--- src/rtl/puf_challenge_sequencer.sv ---
// Arbiter-PUF sequencer: steps challenges, pulses Enable, majority-votes the
// synchronised response and packs voted bits into a word behind valid/ready.
module puf_challenge_sequencer #(
    parameter int  SIZE      = 8,
    parameter int  RESP_BITS = 16,
    parameter int  VOTES     = 5,
    parameter int  SETTLE    = 4,
    localparam int UW        = $clog2(RESP_BITS + 1)
) (
    input  logic                 Clk,
    input  logic                 Reset,
    input  logic                 Start,
    input  logic [SIZE-1:0]      Seed,
    output logic                 Busy,
    output logic                 RespValid,
    input  logic                 RespReady,
    output logic [RESP_BITS-1:0] RespWord,
    output logic [UW-1:0]        UnstableBits,
    output logic                 PufEnable,
    output logic [SIZE-1:0]      PufChallenge,
    input  logic                 PufResponse
);
    localparam int CW = $clog2(SETTLE);
    localparam int VW = $clog2(VOTES + 1);
    localparam int KW = (RESP_BITS > 1) ? $clog2(RESP_BITS) : 1;

    typedef enum logic [1:0] {S_IDLE, S_LOW, S_HIGH, S_DONE} state_t;

    state_t                 r_state, w_state_next;
    logic [1:0]             r_sync;
    logic [CW-1:0]          r_cnt;
    logic [VW-1:0]          r_vote;
    logic [VW-1:0]          r_ones;
    logic [KW-1:0]          r_k;
    logic [RESP_BITS-1:0]   r_shadow;
    logic [UW-1:0]          r_unst_shadow;
    logic [SIZE-1:0]        r_challenge;
    logic [RESP_BITS-1:0]   r_word;
    logic [UW-1:0]          r_unst;

    logic                   w_rsync;
    logic                   w_phase_end;
    logic [VW-1:0]          w_ones_final;
    logic [VW-1:0]          w_vote_final;
    logic                   w_votes_done;
    logic                   w_last_bit;
    logic                   w_bit;
    logic                   w_unstable;
    logic [RESP_BITS-1:0]   w_word_next;
    logic [UW-1:0]          w_unst_next;

    // The arbiter output is asynchronous to Clk, so it is sampled through two flops
    always_ff @(posedge Clk) begin
        if (Reset) r_sync <= 2'b00;
        else       r_sync <= {r_sync[0], PufResponse};
    end
    assign w_rsync = r_sync[1];

    assign w_phase_end  = (r_cnt == CW'(SETTLE - 1));
    assign w_ones_final = r_ones + VW'(w_rsync);
    assign w_vote_final = r_vote + VW'(1);
    assign w_votes_done = (w_vote_final == VW'(VOTES));
    assign w_last_bit   = (r_k == KW'(RESP_BITS - 1));
    assign w_bit        = (w_ones_final > VW'(VOTES / 2));
    assign w_unstable   = (w_ones_final != '0) && (w_ones_final != VW'(VOTES));
    assign w_unst_next  = r_unst_shadow + UW'(w_unstable);

    always_comb begin
        w_word_next      = r_shadow;
        w_word_next[r_k] = w_bit;
    end

    always_ff @(posedge Clk) begin
        if (Reset) r_state <= S_IDLE;
        else       r_state <= w_state_next;
    end

    always_comb begin
        w_state_next = r_state;
        case (r_state)
            S_IDLE: if (Start) w_state_next = S_LOW;
            S_LOW:  if (w_phase_end) w_state_next = S_HIGH;
            S_HIGH: begin
                if (w_phase_end) begin
                    if (w_votes_done && w_last_bit) w_state_next = S_DONE;
                    else                            w_state_next = S_LOW;
                end
            end
            S_DONE: if (RespReady) w_state_next = S_IDLE;
            default: w_state_next = S_IDLE;
        endcase
    end

    always_comb begin
        Busy      = (r_state == S_LOW) || (r_state == S_HIGH);
        PufEnable = (r_state == S_HIGH);
        RespValid = (r_state == S_DONE);
    end

    always_ff @(posedge Clk) begin
        if (Reset) begin
            r_cnt         <= '0;
            r_vote        <= '0;
            r_ones        <= '0;
            r_k           <= '0;
            r_shadow      <= '0;
            r_unst_shadow <= '0;
            r_challenge   <= '0;
            r_word        <= '0;
            r_unst        <= '0;
        end else begin
            case (r_state)
                S_IDLE: begin
                    if (Start) begin
                        r_challenge   <= Seed;
                        r_cnt         <= '0;
                        r_vote        <= '0;
                        r_ones        <= '0;
                        r_k           <= '0;
                        r_shadow      <= '0;
                        r_unst_shadow <= '0;
                    end
                end
                S_LOW: r_cnt <= w_phase_end ? '0 : r_cnt + CW'(1);
                S_HIGH: begin
                    r_cnt <= w_phase_end ? '0 : r_cnt + CW'(1);
                    if (w_phase_end) begin
                        if (!w_votes_done) begin
                            r_vote <= w_vote_final;
                            r_ones <= w_ones_final;
                        end else begin
                            r_shadow      <= w_word_next;
                            r_unst_shadow <= w_unst_next;
                            r_vote        <= '0;
                            r_ones        <= '0;
                            // Visible outputs only change once the whole word is in
                            if (!w_last_bit) begin
                                r_k         <= r_k + KW'(1);
                                r_challenge <= r_challenge + SIZE'(1);
                            end else begin
                                r_word <= w_word_next;
                                r_unst <= w_unst_next;
                            end
                        end
                    end
                end
                default: ;
            endcase
        end
    end

    assign PufChallenge = r_challenge;
    assign RespWord     = r_word;
    assign UnstableBits = r_unst;
endmodule

--- config.mk ---
export PLATFORM = sky130hd
export DESIGN_NAME = puf_challenge_sequencer
export DESIGN_NICKNAME = d
export VERILOG_FILES = /design/src/rtl/puf_challenge_sequencer.sv
export SDC_FILE = /design/constraint.sdc
export NUM_CORES = 1
export LEC_CHECK = 0
export ABC_CLOCK_PERIOD_IN_PS = 5100
export CORE_AREA = 3 3 83 85
export DETAILED_ROUTE_END_ITERATION = 16
export DIE_AREA = 0 0 86 88
export PLACE_DENSITY_LB_ADDON = 0.1
export SLEW_MARGIN = 20
export SYNTH_ARGS = -nofsm -noshare
export SYNTH_HDL_FRONTEND = slang
export SYNTH_SLANG_ARGS = --single-unit
--- constraint.sdc ---
create_clock -name Clk -period 5.1 [get_ports Clk]
set_input_delay 1.02 -clock Clk [delete_from_list [all_inputs] [get_ports Clk]]
set_output_delay 1.02 -clock Clk [all_outputs]
set_load 0.05 [all_outputs]
==> impl_metrics.csv <==
group,metric,value,unit
synthesis,synthArstFlopShare,0,%
sta,slew_headroom,43.1,%
sta,whs,0.448,ns
setup_path,critPathArrivalTime,1.98,ns
clock_tree,cts_resized,0,
grt,gr-total-overflow,0,
synthesis,synth_compound_gate_area_share,26.0,%
drt,vias_per_cell,6.02,
drt,num_vias,2982,
grt,grt_antenna_before_repair,0,
die,row_count,29,
drt,drtPass1Iterations,4,
synthesis,synth_seq_cells,65,
clock_tree,clk_path_buf_depth,2,
grt,grt_max_degree,58,
sta,setup_tns,0,ns
die,fp.coreArea,6280,um^2
pwr,p_per_area,415,nW/um^2
setup_path,path_cells,"inv_1, ha_1, clkdlybuf4s50_1",
finish,syn_to_final_growth,17.6,%
sta,setup_viol,0,
drt,antenna_left,0,
synthesis,ys.flop_type,"dfxtp_1",
synthesis,synth_seq_area_share,38.8,%
finish,layout-drive-gt1-share,6.94,%
placed_design,dpl.hpwl,5090,um
clock_tree,cts_tree,"yes",
setup_path,criticalPathCategory,"flip-flop to output pin",
die,fp.dieH,88,um
finish,final_util,62.8,%
sta,fmax,0.333,GHz
finish,n_antenna_cell,0,
placed_design,postPlaceCellArea,3760,um^2
min_path,min_path_type,"flip-flop to flip-flop",
die,die_w,86,um
synthesis,synth_edf_count,0,
die,fp.dieArea,7570,um^2
synthesis,synth_top_family_by_area,"compound AO/OA/AOI/OAI gates",
synthesis,synth_xor_area_share,2.80,%
die,ioPinCount,45,
placed_design,dp_cells,481,
sta,clock_skew,0.00836,ns
placed_design,gp_congestion,0.835,
finish,final_cell_mix,"dfxtp_1, a21oi_1, clkdlybuf4s50_1",
synthesis,yosys_warnings,0,
synthesis,synth-simple-area-share,19.9,%
die,start_util,53.4,%
synthesis,syn_area_per_cell,8.68,um^2
clock_tree,htree_num_levels,3,
grt,first_global_vias,2637,
clock_tree,clkSinkCount,65,
drt,drt_iter0_markers,181,
clock_tree,cts_buffers,9,
setup_path,worst_setup_path_start_kind,"flip-flop",
drt,drc,0,
sta,drv_slew,0,
setup_path,cpPeakStageDelay,0.81,ns
finish,fin_cells,495,
clock_tree,clk_pin_slew,0.07,ns
sta,worstMarginPinSlew,0.850,ns
clock_tree,clk_latency,0.34,ns
clock_tree,root_buffer,"clkbuf_8",
clock_tree,post-cts-setup-buffers,0,
run_status,status,"finished, final reports clean",
grt,groute.usage.overall,21.4,%
placed_design,io_buffers,44,
pwr,p_leak,1.38,nW
pwr,p_total,1.64,mW
finish,nNetsFinal,444,
setup_path,cp_slowest_cell,"clkdlybuf4s50_1",
drt,wl_per_cell,15.8,um
setup_path,path_max_fanout,6,
pwr,peakVddDrop,325,uV
sta,period_share,58.8,%
setup_path,end_kind,"output pin",
sta,period_needed,3.00,ns
clock_tree,postCtsHoldBufs,0,
sta,hold_viol_final,0,
grt,grt_first_pass_wirelength,12800,um
setup_path,crit_family,"buffers and inverters",
synthesis,netlist_area,3350,um^2
setup_path,cp.required,4.08,ns
finish,mostFrequentLayoutCell,"dfxtp_1",
setup_path,cp_num_buf_inv,2,
drt,totalWireLength,7810,um
synthesis,yosys-mux-area-fraction,1.19,%
flow_run,maxCapViolCount,0,
sta,worst_slack,2.10,ns
sta,rsz0062_at_grt,"no",
synthesis,synth.distinct_cells,48,
placed_design,place_ws,2.05,ns
synthesis,synth_cells,386,
synthesis,synthAdderAreaFrac,5.97,%
finish,finalInstanceArea,3940,um^2
synthesis,syn_nets,415,
-- metal layers --
layer / track usage [%] / share of wire, % / vias to the layer above
li1: - / - / 1494
met1: 29.5 / 49 / 1402
met2: 33.6 / 45 / 79
met3: 4.52 / 5.2 / 7
met4: 6.91 / 1.1 / 0
met5: 0 / 0 / -
-- report_power, final --
part	total, mW	switching [mW]	leakage, nW	internal [mW]
combinational	0.617	0.421	0.760	0.196
clock	0.422	0.189	0.0913	0.233
sequential	0.597	0.0466	0.526	0.550
total	1.64	0.657	1.38	0.980
-- cell families (layout without fill, tap and decap cells) --
family                   Yosys count  count (layout)
flip-flops                        65              65
XOR/XNOR                           9               9
adder cells (fa/ha/maj)           16              16
buffers and inverters             38              70
AO/OA/AOI/OAI                    128             128
multiplexers                       4               4
AND/OR/NAND/NOR                  126             126
-- state kept, by name (all words and copies together), names as in the netlist --
name           count
r_sync             2
r_shadow          15
r_vote             3
r_unst_shadow      5
UnstableBits       5
r_state            2
r_cnt              2
RespWord          16
r_ones             3
r_k                4
PufChallenge       8
-- Yosys cell counts, types with 6 or more instances --
cell      instances  area share [%]
a21oi_1          46             6.9
a211oi_1          8             1.8
o21ai_0          16             2.4
nand2b_1          9             1.7
ha_1             16             6.0
nor3_1            6            0.90
a31oi_1          10             1.9
a21o_1            7             1.6
nor2b_1          10             1.9
nor2_1           18             2.0
a32o_1            6             1.8
nand2_1          31             3.5
buf_2             7             1.0
a311o_1           7             2.1
nand4_1          15             2.8
clkbuf_1         11             1.2
dfxtp_1          65              39
inv_1             9             1.0
nand3_1          20             3.0
-- final cells by class --
type	count	area [um^2]
fillers	551	2340
multi-input cells	283	1870
flip-flops and latches	65	1300
repair buffers	46	450
clock buffers	11	141
well taps	77	96.3
clock inverters	3	42.5
inverters	10	37.5
-- path summary, 6_finish.rpt --
kind               from         endpoint  slack [ns]  depth (start not counted)
max          r_state[1]             Busy        2.10                          3
min           r_sync[0]        r_sync[1]        0.45                          1
max reg2reg   r_sync[1]  UnstableBits[4]        2.62                         10
min reg2reg   r_sync[0]        r_sync[1]        0.45                          1
(Power assumes the default switching activity.)
